## src/rtl/div_seq_ctrl.sv

```systemverilog
// Sequencer between the EX stage and the shared multi-cycle divider: holds operands, stalls EX,
// issues a one-cycle HI/LO write, and drains the divider on flush. Optional macro: DIV_ZERO_FAST_EN.
module div_seq_ctrl #(
   parameter int MAX_WAIT = 40
) (
   input  logic        clk,
   input  logic        rst,
   input  logic        ex_div_req_i,
   input  logic        ex_div_signed_i,
   input  logic [31:0] ex_op1_i,
   input  logic [31:0] ex_op2_i,
   input  logic        flush_i,
   output logic        stall_o,
   output logic        div_start_o,
   output logic        div_signed_o,
   output logic [31:0] div_op1_o,
   output logic [31:0] div_op2_o,
   input  logic [63:0] div_result_i,
   input  logic        div_ready_i,
   output logic [31:0] hi_o,
   output logic [31:0] lo_o,
   output logic        hilo_we_o,
   output logic        div_err_o,
   output logic [2:0]  dbg_state_o
);

   localparam int WDW = $clog2(MAX_WAIT + 1);
   localparam logic [WDW-1:0] WD_LAST = WDW'(MAX_WAIT - 1);

   typedef enum logic [2:0] {
      S_IDLE    = 3'd0,
      S_BUSY    = 3'd1,
      S_DONE    = 3'd2,
      S_DRAIN   = 3'd3,
      S_RELEASE = 3'd4
   } state_t;

   state_t         r_state;
   state_t         w_next;
   logic           r_signed;
   logic [31:0]    r_op1;
   logic [31:0]    r_op2;
   logic [31:0]    r_hi;
   logic [31:0]    r_lo;
   logic           r_err;
   logic [WDW-1:0] r_wd_cnt;

   logic w_req;
   logic w_zero_fast;
   logic w_count;
   logic w_wd_hit;
   logic w_latch;
   logic w_capture;
   logic w_cap_zero;
   logic w_set_err;

   assign w_req = ex_div_req_i & ~flush_i;
`ifdef DIV_ZERO_FAST_EN
   assign w_zero_fast = w_req & (ex_op2_i == 32'd0);
`else
   assign w_zero_fast = 1'b0;
`endif
   assign w_count  = (r_state == S_BUSY) || (r_state == S_DRAIN);
   assign w_wd_hit = w_count && (r_wd_cnt == WD_LAST);

   // div_start_o is a level: the divider runs while it is high and holds div_ready_i until it drops.
   always_comb begin
      w_next       = r_state;
      div_start_o  = 1'b0;
      stall_o      = 1'b0;
      hilo_we_o    = 1'b0;
      div_signed_o = r_signed;
      div_op1_o    = r_op1;
      div_op2_o    = r_op2;
      w_latch      = 1'b0;
      w_capture    = 1'b0;
      w_cap_zero   = 1'b0;
      w_set_err    = 1'b0;
      case (r_state)
         S_IDLE: begin
            div_signed_o = ex_div_signed_i;
            div_op1_o    = ex_op1_i;
            div_op2_o    = ex_op2_i;
            if (w_zero_fast) begin
               stall_o    = 1'b1;
               w_cap_zero = 1'b1;
               w_next     = S_DONE;
            end else if (w_req) begin
               div_start_o = 1'b1;
               stall_o     = 1'b1;
               w_latch     = 1'b1;
               w_next      = S_BUSY;
            end
         end
         S_BUSY: begin
            div_start_o = 1'b1;
            stall_o     = 1'b1;
            // A flush coinciding with ready discards the result.
            if (div_ready_i && !flush_i) begin
               w_capture = 1'b1;
               w_next    = S_DONE;
            end else if (div_ready_i) begin
               w_next = S_RELEASE;
            end else if (w_wd_hit) begin
               w_set_err = 1'b1;
               w_next    = S_RELEASE;
            end else if (flush_i) begin
               w_next = S_DRAIN;
            end
         end
         S_DONE: begin
            hilo_we_o = 1'b1;
            w_next    = S_IDLE;
         end
         S_DRAIN: begin
            div_start_o = 1'b1;
            stall_o     = ex_div_req_i;
            if (div_ready_i) begin
               w_next = S_RELEASE;
            end else if (w_wd_hit) begin
               w_set_err = 1'b1;
               w_next    = S_RELEASE;
            end
         end
         S_RELEASE: begin
            stall_o = ex_div_req_i;
            w_next  = S_IDLE;
         end
         default: w_next = S_IDLE;
      endcase
   end

   always_ff @(posedge clk) begin
      if (rst) begin
         r_state  <= S_IDLE;
         r_signed <= 1'b0;
         r_op1    <= '0;
         r_op2    <= '0;
         r_hi     <= '0;
         r_lo     <= '0;
         r_err    <= 1'b0;
         r_wd_cnt <= '0;
      end else begin
         r_state <= w_next;
         if (w_latch) begin
            r_signed <= ex_div_signed_i;
            r_op1    <= ex_op1_i;
            r_op2    <= ex_op2_i;
         end
         if (w_capture) begin
            r_hi <= div_result_i[63:32];
            r_lo <= div_result_i[31:0];
         end else if (w_cap_zero) begin
            r_hi <= '0;
            r_lo <= '0;
         end
         if (w_set_err) r_err <= 1'b1;
         // Counts cycles with start asserted, including the IDLE start cycle.
         if (w_latch) r_wd_cnt <= WDW'(1);
         else if (w_count) r_wd_cnt <= r_wd_cnt + WDW'(1);
         else r_wd_cnt <= '0;
      end
   end

   assign hi_o        = r_hi;
   assign lo_o        = r_lo;
   assign div_err_o   = r_err;
   assign dbg_state_o = r_state;

endmodule
```

## config.mk

```make
export PLATFORM = sky130hd
export DESIGN_NAME = div_seq_ctrl
export DESIGN_NICKNAME = d
export VERILOG_FILES = /design/src/rtl/div_seq_ctrl.sv
export SDC_FILE = /design/constraint.sdc
export NUM_CORES = 1
export LEC_CHECK = 0
export ABC_AREA = 1
export BUFFER_PORTS_ARGS = -buffer_cell sky130_fd_sc_hd__buf_2
export CAP_MARGIN = 20
export CORE_MARGIN = 2
export CORE_UTILIZATION = 45
export DETAILED_ROUTE_END_ITERATION = 16
export PLACE_DENSITY_LB_ADDON = 0.2
export SYNTH_ARGS = -nofsm -noshare
export SYNTH_HDL_FRONTEND = slang
export SYNTH_SLANG_ARGS = --single-unit
```

## constraint.sdc

```tcl
create_clock -name clk -period 2.1 [get_ports clk]
set_input_delay 0 -clock clk [delete_from_list [all_inputs] [get_ports clk]]
set_output_delay 0 -clock clk [all_outputs]
set_load 0.005 [all_outputs]
```

==> results.md <==
* Fin Hold WS at 0.0692 ns
* H-tree levels at 4
* DR iter-0 viols at 479
* Setup Skew at 0.00482 ns
* Clock network power share at 36.1%
* Synthesized area at 0.00577 mm^2
* RSZ-0062 raised after global routing: no
* Outcome: completed
* Synth warn at 0
* Placement Cell Area at 0.00712 mm^2
* Final setup violation count at 0
* # rows at 41
* RD Place Congestion at 0.831
* Worst EP required at 2.10 ns
* Max_slew headroom at 67.5%
* Worst-Margin Slew at 0.488 ns
* CTS tree: yes
* Vias in the first global route at 5753
* Fmax at 535 MHz
* Drt pass-1 iters at 7
* First-pass GRT wire length at 26.3 mm
* Port buffer count at 269
* Slew Viols, Final at 0
* Post-synth cell types at 29
* Max-Cap Viols at 0
* Bufs and invs on worst path at 3
* Syn_nets at 918
* Sequential share of the synthesized area at 48.2%
* Worst-Skew Late Latency at 0.40 ns
* Clock Sinks at 139
* Switching Share at 29.6%
* DP Worst Slack at 0.450 ns
* Starting Density at 45.9%
* Crit share post-route at 89.1%
* Total track usage at 24.1%
* Flop pwr share at 36.1%
* P per Cell Area at 928 mW/mm^2
* Critical path capture point type: primary output
* Maximum net fanout on the critical path at 132
* Num CTS Buffers at 17
* Pint at 5910 uW
* Die footprint at 0.0137 mm^2
* Largest net degree at the start of global routing at 133
* Syn Area/Cell at 7.37 um^2
* Combinational share of power at 27.8%
* Hold Vio Cnt, Final at 0
* Post-DRT Antenna Nets at 0
* Die Span Y at 117 um
* Initial antenna violation count at 0
* Die width at 117 um
* #FFs+latches synth at 139
* Hold WC Path Type: in -> reg
* CTS root buf: clkbuf_16
* Setup bufs post-CTS at 0
* Cell-by-cell trace of the critical path: inv_2 -> nand2_2 -> nor2_4 -> buf_12 -> nand2_1 -> o21ai_0 -> buf_2
* Vias per cell at 4.76
* Min cycle time layout at 1.87 ns
* Kind of start point of the critical path: register
* Ratio of cells with drive above 1 in the final layout at 27.7%
* Routed WL at 17.3 mm
* Core Box Area at 0.0126 mm^2
* Final TNS setup at 0 ns
* Final nets at 1291
* Crit-path leading delay family: buffers and inverters
* Syn Inst Count at 783
* DRC viols at 0
* Peak VDD IR at 0.643 mV
* Area delta synth->final at 56.6%
* Design area at 0.00904 mm^2
* Slowest stage delay, CP at 0.35 ns
* Vias at 6372
* Critical path arrival at 1.87 ns
* CP max-delay cell: dfxtp_1
* Kind of critical path: reg -> out
* Psw at 2480 uW
* Clock Tree Buf Depth at 2
* Hold_buf cts at 131
* Total global routing overflow at 0
* Clk slew on worst S/H paths at 0.05 ns
* Leak Pwr at 0.00420 uW
* Per-cell routed wire length at 12.9 um
* N_diodes at 0
* Post-layout worst setup margin at 0.230 ns
* # IOs at 270
* Post-cts resize count at 0
* Post-DP HPWL at 10.1 mm
==> cell families (layout without fill, tap and decap cells) <==
group / Yosys count / after routing / share of synthesized area (%)
DFF: 139 / 139 / 48.2
buffers and inverters: 134 / 519 / 11.2
xor gates and xnor gates: 1 / 1 / 0.152
AOI/OAI and AO/OA: 267 / 267 / 23.5
adders and majority gates: 1 / 1 / 0.217
and+or+nand+nor: 241 / 241 / 16.7
==> flip-flops by register name (all words and copies together), names as in the netlist <==
name and cells:
r_wd_cnt 6, r_op1 32, r_signed 1, lo_o 32, dbg_state_o 3, r_op2 32
hi_o 32, div_err_o 1
==> layer usage <==
layer / global-route usage, % / vias up / wire (um)
met4: 11.1 / 0 / 482
li1: - / 3270 / -
met1: 28.2 / 2799 / 7390
met5: 0 / - / 0
met3: 7.11 / 43 / 1320
met2: 40.6 / 260 / 8090
==> path summary, 6_finish.rpt <==
path | from | end | slack, ns | cells after the start
max | dbg_state_o[0] | div_op1_o[29] | 0.23 | 7
min | ex_div_req_i | dbg_state_o[1] | 0.07 | 5
max reg2reg | dbg_state_o[2] | hi_o[9] | 0.41 | 8
min reg2reg | r_op2[24] | r_op2[24] | 0.44 | 2
==> power groups by stage <==
| stage | combinational, uW | sequential (uW) | clock [uW] |
|---|---|---|---|
| after floorplan | 1290 | 3080 | 0 |
| after global placement | 2080 | 3060 | 0 |
| after detailed placement | 2090 | 3080 | 0 |
| after CTS | 2290 | 3020 | 3080 |
| after global routing | 2640 | 3060 | 3210 |
| final | 2330 | 3020 | 3030 |
==> layout by cell type (no fill, tap or decap), drive strengths merged <==
| master | count |
|---|---|
| nor3b | 1 |
| ha | 1 |
| clkbuf | 23 |
| buf | 278 |
| nand3 | 9 |
| and3 | 1 |
| o21ai | 197 |
| nand2 | 80 |
| inv | 79 |
| or2 | 1 |
| nor3 | 2 |
| dlygate4sd3 | 131 |
| o21a | 1 |
| clkinv | 5 |
| xnor2 | 1 |
| dfxtp | 139 |
| a21oi | 68 |
| bufinv | 3 |
| o21ba | 1 |
| nor2 | 147 |
==> area by class of cell <==
type	instances	area [um^2]
Clock inverter	8	115
Tap cell	172	215
Clock buffer	23	488
Multi-Input combinational cell	510	2340
Fill cell	958	3530
Sequential cell	139	2780
Inverter	79	297
Timing Repair Buffer	409	2800
==> worst reg2reg max path: stages (launching register included) <==
cell     delay [ns]
dfxtp_1        0.45
inv_2          0.09
nand3_2        0.11
inv_2          0.06
nand2_4        0.30
inv_2          0.09
buf_12         0.21
nor2_1         0.19
nor2_1         0.08
==> synth_stat cells (all sizes together) <==
library cell  instances  share of area, %
a21oi                68               6.0
and3                  1              0.11
buf                  31               4.5
clkbuf               24               1.6
dfxtp               139                48
ha                    1              0.22
inv                  79               5.1
nand2                80               5.4
nand3                 9               1.1
nor2                147               9.7
nor3                  2              0.17
nor3b                 1              0.13
o21a                  1              0.13
o21ai               197                17
o21ba                 1              0.17
or2                   1              0.11
xnor2                 1              0.15
==> stage by stage <==
stage               utilization (%)  total power [uW]  std cells
floorplan                         -              4360        783
global placement               56.7              5140       1178
detailed placement             56.7              5170       1178
CTS                            71.9              8390       1340
global route                   71.9              8910       1340
finish                         71.9              8390       1340
No activity file was read; power rests on OpenSTA's default activity.
